$ cat config.mk
export PLATFORM = sky130hd
export DESIGN_NAME = memory_responder_flat
export DESIGN_NICKNAME = d
export VERILOG_FILES = /design/src/rtl/memory_responder_if.sv /design/src/rtl/memory_responder.sv /design/src/flat_wrapper.sv
export SDC_FILE = /design/constraint.sdc
export NUM_CORES = 1
export LEC_CHECK = 0
export ABC_AREA = 1
export CAP_MARGIN = 20
export CELL_PAD_IN_SITES_DETAIL_PLACEMENT = 0
export CELL_PAD_IN_SITES_GLOBAL_PLACEMENT = 1
export CORE_AREA = 2 2 75 77
export CTS_BUF_LIST = sky130_fd_sc_hd__clkbuf_8 sky130_fd_sc_hd__clkbuf_16
export DETAILED_ROUTE_END_ITERATION = 12
export DIE_AREA = 0 0 77 79
export HOLD_SLACK_MARGIN = 0.05
export PLACE_DENSITY = 0.92
export SYNTH_ARGS = -nofsm -noshare
export SYNTH_HDL_FRONTEND = slang
export SYNTH_SLANG_ARGS = --single-unit
$ cat constraint.sdc
create_clock -name clk -period 3.53 [get_ports clk]
set_input_delay 0.706 -clock clk [delete_from_list [all_inputs] [get_ports clk]]
set_output_delay 0.706 -clock clk [all_outputs]
set_load 0.05 [all_outputs]
$ cat src/rtl/memory_responder_if.sv
// memory_responder_if: CPU-side bus between the core and memory_responder.
// Latency: none, wires only.
// Backpressure: ready is the responder's completion pulse; the core holds cpu_req until it sees it.
interface memory_responder_if;
   logic        cpu_req;    // bus cycle pending, held until ready
   logic [15:0] cpu_addr;   // request address
   logic        cpu_rw;     // 1 = read, 0 = write
   logic [7:0]  cpu_wdata;  // write data
   logic        ready;      // one-cycle completion pulse, feeds the core's enableFFs
   logic [7:0]  cpu_rdata;  // registered read data

   modport master (
      output cpu_req, cpu_addr, cpu_rw, cpu_wdata,
      input  ready, cpu_rdata
   );

   modport slave (
      input  cpu_req, cpu_addr, cpu_rw, cpu_wdata,
      output ready, cpu_rdata
   );
endinterface

$ cat src/rtl/memory_responder.sv
// memory_responder: latches CPU requests, inserts address-based wait states, returns registered read data; MEM_RESP_WRITE_PROTECT_EN blocks writes at/above ROM_BASE.
// Latency: ready 2 cycles after the request is sampled below FAST_LIMIT, 2+SLOW_WAIT cycles at or above it.
// Backpressure: ready low stalls the core; cpu_* sampled only in IDLE, so at most one request per 3+W cycles.
module memory_responder #(
   parameter logic [15:0] FAST_LIMIT = 16'h8000,
   parameter int unsigned SLOW_WAIT  = 2,
   parameter logic [15:0] ROM_BASE   = 16'hE000
) (
   input  logic               clk,
   input  logic               rst,
   memory_responder_if.slave  cpu,
   output logic [15:0]        mem_addr,
   output logic [7:0]         mem_wdata,
   output logic               mem_we,
   input  logic [7:0]         mem_rdata,
   output logic               wr_fault
);

   localparam logic [1:0] IDLE   = 2'd0;
   localparam logic [1:0] ACCESS = 2'd1;
   localparam logic [1:0] ACK    = 2'd2;

   // The wait counter is 4 bits wide, so SLOW_WAIT is meaningful in 0..15.
   localparam logic [3:0] SLOW_LOAD = 4'(SLOW_WAIT);

   logic [1:0] state;
   logic [3:0] wait_cnt;
   logic       rw_q;         // latched direction of the request in flight
   logic       last_access;  // final ACCESS cycle: data capture / write strobe happen here
   logic       write_hit;    // a write would strobe memory in this cycle
   logic       blocked;      // the write in flight targets protected space

   assign last_access = (state == ACCESS) && (wait_cnt == 4'd0);

   // Gating with rst keeps an abandoned access from strobing memory in the reset cycle.
   assign write_hit = last_access && !rw_q && !rst;

`ifdef MEM_RESP_WRITE_PROTECT_EN
   assign blocked = (mem_addr >= ROM_BASE);
`else
   logic unused_rom_base;
   assign blocked         = 1'b0;
   assign unused_rom_base = ^ROM_BASE;
`endif

   // A blocked write keeps its slot in time: the fault pulse replaces the strobe and ACK follows as usual.
   assign mem_we   = write_hit && !blocked;
   assign wr_fault = write_hit && blocked;

   // ready is a pure state decode, so there is no combinational path from cpu_* to it.
   assign cpu.ready = (state == ACK);

   // Sequencer: sample in IDLE, count down wait states in ACCESS, one ACK cycle, then back to IDLE.
   always_ff @(posedge clk) begin
      if (rst) begin
         state    <= IDLE;
         wait_cnt <= 4'd0;
      end else begin
         case (state)
            IDLE: begin
               if (cpu.cpu_req) begin
                  wait_cnt <= (cpu.cpu_addr < FAST_LIMIT) ? 4'd0 : SLOW_LOAD;
                  state    <= ACCESS;
               end
            end
            ACCESS: begin
               if (wait_cnt != 4'd0) begin
                  wait_cnt <= wait_cnt - 4'd1;
               end else begin
                  state <= ACK;
               end
            end
            ACK: begin
               state <= IDLE;
            end
            default: begin
               state    <= IDLE;
               wait_cnt <= 4'd0;
            end
         endcase
      end
   end

   // Request latches and read-data capture; the latches stay put until the next IDLE sample.
   always_ff @(posedge clk) begin
      if (rst) begin
         mem_addr      <= 16'h0000;
         mem_wdata     <= 8'h00;
         rw_q          <= 1'b1;
         cpu.cpu_rdata <= 8'h00;
      end else begin
         if ((state == IDLE) && cpu.cpu_req) begin
            mem_addr  <= cpu.cpu_addr;
            mem_wdata <= cpu.cpu_wdata;
            rw_q      <= cpu.cpu_rw;
         end
         if (last_access && rw_q) begin
            cpu.cpu_rdata <= mem_rdata;
         end
      end
   end

   // ready must never be high two cycles running.
   a_ready_pulse: assert property (@(posedge clk) disable iff (rst) cpu.ready |=> !cpu.ready);

endmodule

$ cat src/flat_wrapper.sv
// flat-port wrapper written by rule: the top's interface ports become plain ports
module memory_responder_flat 
#(
   parameter logic [15:0] FAST_LIMIT = 16'h8000,
   parameter int unsigned SLOW_WAIT  = 2,
   parameter logic [15:0] ROM_BASE   = 16'hE000
)
  (clk, rst, mem_addr, mem_wdata, mem_we, mem_rdata, wr_fault, cpu_cpu_req, cpu_cpu_addr, cpu_cpu_rw, cpu_cpu_wdata, cpu_ready, cpu_cpu_rdata);
  memory_responder_if cpu_i ();
  input  logic clk;
  input  logic rst;
  output logic [15:0] mem_addr;
  output logic [7:0] mem_wdata;
  output logic mem_we;
  input  logic [7:0] mem_rdata;
  output logic wr_fault;
  input wire logic [$bits(cpu_i.cpu_req)-1:0] cpu_cpu_req;
  input wire logic [$bits(cpu_i.cpu_addr)-1:0] cpu_cpu_addr;
  input wire logic [$bits(cpu_i.cpu_rw)-1:0] cpu_cpu_rw;
  input wire logic [$bits(cpu_i.cpu_wdata)-1:0] cpu_cpu_wdata;
  output wire logic [$bits(cpu_i.ready)-1:0] cpu_ready;
  output wire logic [$bits(cpu_i.cpu_rdata)-1:0] cpu_cpu_rdata;
  assign cpu_i.cpu_req = cpu_cpu_req;
  assign cpu_i.cpu_addr = cpu_cpu_addr;
  assign cpu_i.cpu_rw = cpu_cpu_rw;
  assign cpu_i.cpu_wdata = cpu_cpu_wdata;
  assign cpu_ready = cpu_i.ready;
  assign cpu_cpu_rdata = cpu_i.cpu_rdata;
  memory_responder #(.FAST_LIMIT(FAST_LIMIT), .SLOW_WAIT(SLOW_WAIT), .ROM_BASE(ROM_BASE)) u_core (.clk(clk), .rst(rst), .cpu(cpu_i), .mem_addr(mem_addr), .mem_wdata(mem_wdata), .mem_we(mem_we), .mem_rdata(mem_rdata), .wr_fault(wr_fault));
endmodule
Word-level counts from Yosys, hierarchy flattened
Index checks and enable logic that the tools add are counted.
{ "word_totals": {"ff_bits": 39, "inputBits": 36, "output_inout_bits": 35} }
{ "classes": {"addsub": 1, "order_cmp": 1, "n_eq_ne": 5, "muxes": 7, "bitwise_logic": 1, "reduce_logical": 12} }
{ "op_table": {"columns": ["cell", "count"], "rows": [
  ["< comparator 16 bit, second input constant", 1],
  ["one-hot mux 4 bit (3 select lines)", 1],
  ["two-way mux 4 bit", 2],
  ["two-way mux 2 bit", 3],
  ["inequality test 2 bit, second input constant", 3],
  ["logical AND 1 bit", 5],
  ["zero test 4 bit", 1],
  ["one-hot mux 2 bit (2 select lines)", 1],
  ["nonzero test 4 bit", 1],
  ["subtractor 4 x 1 -> 4 bit, second input constant", 1],
  ["AND reduction 3 bit", 1],
  ["== test 2 x 1 -> 1 bit, second input constant", 1],
  ["== test 2 bit, second input constant", 1],
  ["zero test 1 bit", 2],
  ["zero test 2 bit", 1],
  ["AND reduction 2 bit", 1],
  ["NOT 1 bit", 1]
]} }

Logic depth before layout (Yosys ltp)
Gate-level depths: netlist of the first run.
{ "depth": {"word_depth": 4, "depth_mapped": 8, "mapped_depth_nobuf": 8} }

Worst setup path after synthesis of the first run
OpenSTA, ideal clock, no wires.
{ "synth_path": {"path_type": "flip-flop to output port", "from": "register u_core.wait_cnt[0]", "to": "output port mem_we", "arrival_time_ps": 1871, "required_time_ps": 2824, "setup_slack_ps": 953, "path_stages_with_launch": 5, "path_buffers": 0, "cell_sequence": "dfxtp_1 > inv_1 > ha_1 > nand3_1 > nor3_1"} }
{ "synth_between": {"elab_chain_len": 4} }
{ "synth_lines": {"columns": ["item", "line", "rtl"], "rows": [
  ["start, declared", "memory_responder.sv:27", "logic [3:0] wait_cnt;"],
  ["start signal, assigned", "memory_responder.sv:62", "wait_cnt <= (cpu.cpu_addr < FAST_LIMIT) ? 4'd0 : SLOW_LOAD;"],
  ["start signal, assigned", "memory_responder.sv:68", "wait_cnt <= wait_cnt - 4'd1;"],
  ["zero test 4 bit", "memory_responder.sv:33", "assign last_access = (state == ACCESS) && (wait_cnt == 4'd0);"],
  ["logical AND 1 bit", "memory_responder.sv:33", null],
  ["logical AND 1 bit (2 in a row)", "memory_responder.sv:36", "assign write_hit = last_access && !rw_q && !rst;"],
  ["end, declared", "flat_wrapper.sv:14", "output logic mem_we;"]
]} }
Every way passes these cells.

Final worst setup path of the first run
{ "layout_path": {"from": "input port rst", "to": "output port mem_we"} }
{ "layout_between": {"elab_chain_len": 2} }
{ "layout_lines": {"columns": ["item", "line", "rtl"], "rows": [
  ["start, declared", "flat_wrapper.sv:11", "input logic rst;"],
  ["zero test 1 bit", "memory_responder.sv:36", null],
  ["logical AND 1 bit", "memory_responder.sv:36", null]
]} }
Every way passes these cells.

==> impl_results.md, run 1 <==
- Status: finished, final reports clean
- Setup-failing EPs final: 0
- Post-synth EDFFs: 0
- Fmax: 336.8 MHz
- Final net count: 319
- Post-Layout Inst Area: 2359 sq um
- Die area: 6083 sq um
- Ant diodes: 0
- Drt drc: 0
- Post-synthesis xor/xnor area fraction: 0%
- Pwr Total: 1.212 mW
- Total wire length: 3.812 mm
- Drt first-iter violations: 34
- Initial Utilization: 29.00%
- PD cells: 513.8 nW/um^2
- Netlist cell types: 21
- Proportion of layout cells with a drive suffix above 1: 4.947%
- Peak supply drop: 0.0001922 V
- Port buffer count: 69
- CTS resizes: 0
- Final Critical Period: 2.970 ns
- WL/cell: 10.74 um
- CP Data Required Time: 2.82 ns
- Syn_area_per_cell: 7.199 sq um
- Ports: 71
- Pin count of the biggest net entering global routing: 36
- Placed inst area: 2277 sq um
- Leakage: 0.9984 nW
- Synth top area share: 50.44%
- Final hold vios: 0
- Post-Syn Instances: 215
- Grt total ovfl: 0
- Global-route usage over all layers: 13.55%
- Setup_tns: 0 ns
- First-pass GRT wire length: 6.624 mm
- Sequential share of the synthesized area: 50.44%
- Worst Hold Class: reg -> reg
- Ys async rst share: 0%
- Met1 usage: 16.69%
- Placer Congestion: 0.7334
- Post-synthesis compound-gate area fraction: 10.19%
- Flop pwr share: 42.6%
- FF+latch count, synth: 39
- Ys Warns: 0
- Setup crit end kind: output port
- Int Power: 0.7712 mW
- Worst-case clock buffer depth: 2
- Top Usage Layer GRT: met2
- Post-Syn Area: 1548 sq um
- Mux cell area share after synthesis: 0%
- Clk pwr share: 22.9%
- Vias in the first global route: 1437
- Sw Share: 36.36%
- Hold buffers post-CTS: 0
- Area delta synth->final: 52.38%
- Area leader, netlist: dfxtp_1
- RSZ-0062 raised after global routing: no
- Vias/cell: 4.225
- Final ANT Viol Nets: 0
- Met3 usage: 3.295%
- Die Span Y: 79 um
- Inst Count DP: 347
- Critical Path AT: 2.26 ns
- Top_reg_cell synth: dfxtp_1
- Max Transition Viols Final: 0
- Comb power frac: 34.5%
- Clock-pin slew on the worst setup and hold paths: 0.07 ns
- H-tree levels: 2
- Peak fanout along the critical path: 6
- Post-CTS Setup Bufs: 0
- Die Width: 77 um
- Nature of the critical path startpoint: primary input
- Final setup skew: 0.004772 ns
- Worst-margin pin slew: 0.5372 ns
- Syn Nets: 252
- Simple-gate share of the synthesized area: 30.48%
- P_sw: 0.4406 mW
- Dpl hpwl: 2.711 mm
- Final Non-Filler Cells: 355
- Vias post-DR: 1500
- Main combinational cell family by area after synthesis: simple AND/OR/NAND/NOR gates
- CTS buffer count: 5
- Initial antenna violation count: 0
- Ratio of final minimum period to clock period: 84.12%
- Maxcap violations: 0
- CTS tree: yes
- 1st-pass router iterations: 4
- Row cnt: 27
- Kind of critical path: in -> out
- Top-count cell post-synth: nor2_1
- Post-Synth Adder-Cell Area: 0.8084%
- Core area: 5338 sq um
- Commonest cells post-synth: 74 x nor2_1, 39 x dfxtp_1, 33 x nand2_1
- Area contributors post-synth: dfxtp_1 50%, nor2_1 18%, o21ai_0 8.1%
- Clock sinks: 39
- Relative slew slack: 64.14%
- GRT met2 Usage: 23.16%
- CTS Root Cell: clkbuf_8
- Clock latency at the later pin of the worst-skew pair: 0.28 ns
## metal layers
layer | vias up | share of wire, %
met2 | 35 | 49
met1 | 667 | 46
met4 | 0 | 0.76
met3 | 2 | 4.0
li1 | 796 | -
met5 | - | 0
## placed cells by master, fill, tap and decap left out, types with 3 or more instances in the layout
master and count:
inv_2 3, nor2_1 74, dfxtp_1 39, clkbuf_8 5
clkdlybuf4s50_1 69, o21ai_0 25, nand3_1 4, inv_1 16
a21oi_1 4, nand2_1 33
## through the flow
stage	worst slack, ns	hold WS (ns)	utilization [%]
after floorplan	0.9530	0.4717	-
after global placement	0.5824	0.4634	42.66
after detailed placement	0.5590	0.4732	42.66
after CTS	0.5505	0.4910	44.19
after global routing	0.4723	0.5101	44.19
final	0.5605	0.4840	44.19
## cell type report
class,count,area [sq um]
clock buffer,5,68.82
multi-input combinational,149,645.6
tap,72,90.09
sequential,39,780.7
timing repair buffer,69,690.7
inverter,18,70.07
fill,583,2979
clock inverter,3,12.51
## flip-flops by register name (all words and copies together) (netlist names)
| name | count |
|---|---|
| u_core.cpu.cpu_rdata | 8 |
| u_core.rw_q | 1 |
| u_core.wait_cnt | 4 |
| u_core.state | 2 |
| u_core.mem_wdata | 8 |
| u_core.mem_addr | 16 |
## power by group through the flow
stage	combinational (mW)	sequential [mW]	clock, mW
2_1_floorplan	0.143	0.663	0
6_report	0.418	0.516	0.278
3_3_place_gp	0.419	0.525	0
4_1_cts	0.423	0.517	0.293
3_5_place_dp	0.421	0.527	0
5_1_grt	0.456	0.523	0.310
## worst max-delay path, cell delays in order
cell             delay, ns
clkdlybuf4s50_1       0.50
nor3_1                0.22
clkdlybuf4s50_1       0.83
## cell families after synthesis
| logic type | count (synthesis) |
|---|---|
| buffers and inverters | 27 |
| AO/OA/AOI/OAI | 31 |
| AND/OR/NAND/NOR | 116 |
| adder cells (fa/ha/maj) | 1 |
| other | 1 |
| flip-flops | 39 |
## path summary, 6_finish.rpt
path	from	to	slack [ns]	cells past startpoint
max	rst	mem_we	0.56	3
min	u_core.mem_wdata[2]	u_core.mem_wdata[2]	0.48	2
max reg2reg	u_core.state[1]	u_core.state[0]	2.05	5
min reg2reg	u_core.mem_wdata[2]	u_core.mem_wdata[2]	0.48	2
Power figures use the tool's default switching activity.
==> run 2: changes to the inputs <==
CORE_AREA = 2 2 78 80   (was 2 2 75 77)
DIE_AREA = 0 0 80 82   (was 0 0 77 79)
PLACE_DENSITY = 0.86   (was 0.92)
clock period = 3.1 ns   (was 3.53 ns; I/O delays follow)
==> run 2 against run 1 <==
Net effect: worst setup slack better by 0.24 ns; die area up 7.8%; clock skew up 0.00099 ns; critical path depth unchanged; critical path type is now reg -> out; critical endpoint is now cpu_ready; highest routed layer unchanged.
==> impl_results.md, run 2 (synthesis gave the netlist of run 1 again) <==
- Drt drc: 0 (unchanged)
- 1st-pass router iterations: 4 (unchanged)
- Leakage: 0.9970 nW (-0.14%)
- CP Data Required Time: 2.48 ns (-0.34 ns)
- Worst-margin pin slew: 0.5499 ns (+0.01271 ns)
- Final WS setup: 0.7991 ns (+0.2387 ns)
- CTS resizes: 0 (unchanged)
- Global-route usage over all layers: 12.43% (-1.1 points)
- Most common library cell in the layout ignoring fill and taps: nor2_1
- Clock sinks: 39 (unchanged)
- Dpl hpwl: 2.686 mm (-0.93%)
- Worst-case clock buffer depth: 2 (unchanged)
- Clock latency at the later pin of the worst-skew pair: 0.29 ns (about the same)
- Number of fill cells in the layout: 635 (+8.9%)
- Max reg flops: 16 (unchanged)
- PD cells: 595.9 nW/um^2 (+16%)
- Die area: 6560 sq um (+7.8%)
- Largest Register: u_core.mem_addr
- Final Critical Period: 2.301 ns
- Area delta synth->final: 52.87%
- Ratio of final minimum period to clock period: 74.22%
- Setup-failing EPs final: 0 (unchanged)
- Placer Congestion: 0.7574 (+3.3%)
- Core area: 5746 sq um (+7.6%)
- Final Non-Filler Cells: 357 (+0.56%)
- Pin count of the biggest net entering global routing: 36 (unchanged)
- Proportion of layout cells with a drive suffix above 1: 5.674% (+0.73 points)
- RSZ-0062 raised after global routing: no
- Final hold vios: 0 (unchanged)
- WL/cell: 10.97 um (+2.2%)
- Status: finished, final reports clean
- Final setup skew: 0.005760 ns (+0.0009881 ns)
- Maxcap violations: 0 (unchanged)
- Row cnt: 28 (+3.7%)
- Post-CTS Setup Bufs: 0 (unchanged)
- Kind of critical path: reg -> out
- Place WS: 0.8480 ns (+0.2890 ns)
- Clock-pin slew on the worst setup and hold paths: 0.07 ns (about the same)
- Vias in the first global route: 1429 (-0.56%)
- Nature of the critical path startpoint: register
- Commonest cells after routing, fill and taps aside: 74 x nor2_1, 68 x clkdlybuf4s50_1, 39 x dfxtp_1, 33 x nand2_1, 25 x o21ai_0
- Max Transition Viols Final: 0 (unchanged)
- Vias post-DR: 1499 (-0.067%)
- CTS Root Cell: clkbuf_8
- Inst Count DP: 350 (+0.86%)
- Initial antenna violation count: 0 (unchanged)
- Total wire length: 3.917 mm (+2.8%)
- Die Width: 80 um (+3.9%)
- Final net count: 319 (unchanged)
- Worst Hold Class: reg -> reg
- Drt first-iter violations: 49 (+44%)
- Peak fanout along the critical path: 5 (-1)
- CTS tree: yes
- Final ANT Viol Nets: 0 (unchanged)
- H-tree levels: 2 (unchanged)
- Setup crit end kind: output port
- Vias/cell: 4.199 (-0.63%)
- Die Span Y: 82 um (+3.8%)
- Grt total ovfl: 0 (unchanged)
- Relative slew slack: 63.34% (-0.80 points)
- Setup_tns: 0 ns (unchanged)
- CTS buffer count: 5 (unchanged)
- Ports: 71 (unchanged)
- First-pass GRT wire length: 6.368 mm (-3.9%)
- Reg2Reg Setup Slack: 1.59 ns (-0.46 ns)
- Initial Utilization: 26.94% (-2.1 points)
- Biggest regs: u_core.mem_addr (16), u_core.cpu.cpu_rdata (8), u_core.mem_wdata (8)
- Peak supply drop: 0.0002061 V (+7.2%)
- Fmax: 434.6 MHz
- Min Hold Slack: 0.4826 ns (-0.001398 ns)
- Hold buffers post-CTS: 0 (unchanged)
- Critical Path AT: 1.68 ns (-0.58 ns)
- Port buffer count: 69 (unchanged)
- Ant diodes: 0 (unchanged)
==> run 2: layout make-up <==
| cell class | count | area [sq um] | share of cell area [%] |
|---|---|---|---|
| multi-input combinational | 149 | 645.6 | 27.29 |
| inverter | 18 | 70.07 | 2.961 |
| timing repair buffer | 69 | 688.2 | 29.09 |
| tap | 75 | 93.84 | 3.966 |
| clock inverter | 1 | 5.005 | 0.2115 |
| clock buffer | 6 | 82.58 | 3.490 |
| sequential | 39 | 780.7 | 33.00 |
==> run 2: metal layers <==
layer / GRT usage, % / vias to the layer above / share of wire [%]
met5: 0 / - / 0
met4: 5.085 / 0 / 1.8
met3: 4.066 / 7 / 5.8
met2: 20.58 / 35 / 46
met1: 14.89 / 665 / 46
li1: - / 792 / -
==> run 2: worst max-delay path: stages, from the launching register on <==
cell,delay (ns)
dfxtp_1,0.46
inv_2,0.05
nor2_1,0.08
clkdlybuf4s50_1,0.80
==> run 2: final timing paths <==
path,cells after the start,end,start
max,3,cpu_ready,u_core.state[1]
min,2,u_core.mem_addr[13],u_core.mem_addr[13]
max reg2reg,5,u_core.state[0],u_core.state[1]
min reg2reg,2,u_core.mem_addr[13],u_core.mem_addr[13]
==> run 2: report_power, final <==
group / switching [mW] / internal [mW] / total (mW)
combinational: 0.306 / 0.170 / 0.476
clock: 0.172 / 0.175 / 0.347
sequential: 0.0308 / 0.557 / 0.587
total: 0.509 / 0.901 / 1.41
==> run 2: per-stage QoR <==
step / utilization [%] / cell area (sq um) / power [mW]
final: 41.18 / 2366 / 1.410
after global routing: 41.18 / 2366 / 1.500
after CTS: 41.18 / 2366 / 1.433
after detailed placement: 39.66 / 2278 / 1.080
after global placement: 39.66 / 2278 / 1.075
after floorplan: - / 1548 / 0.9175
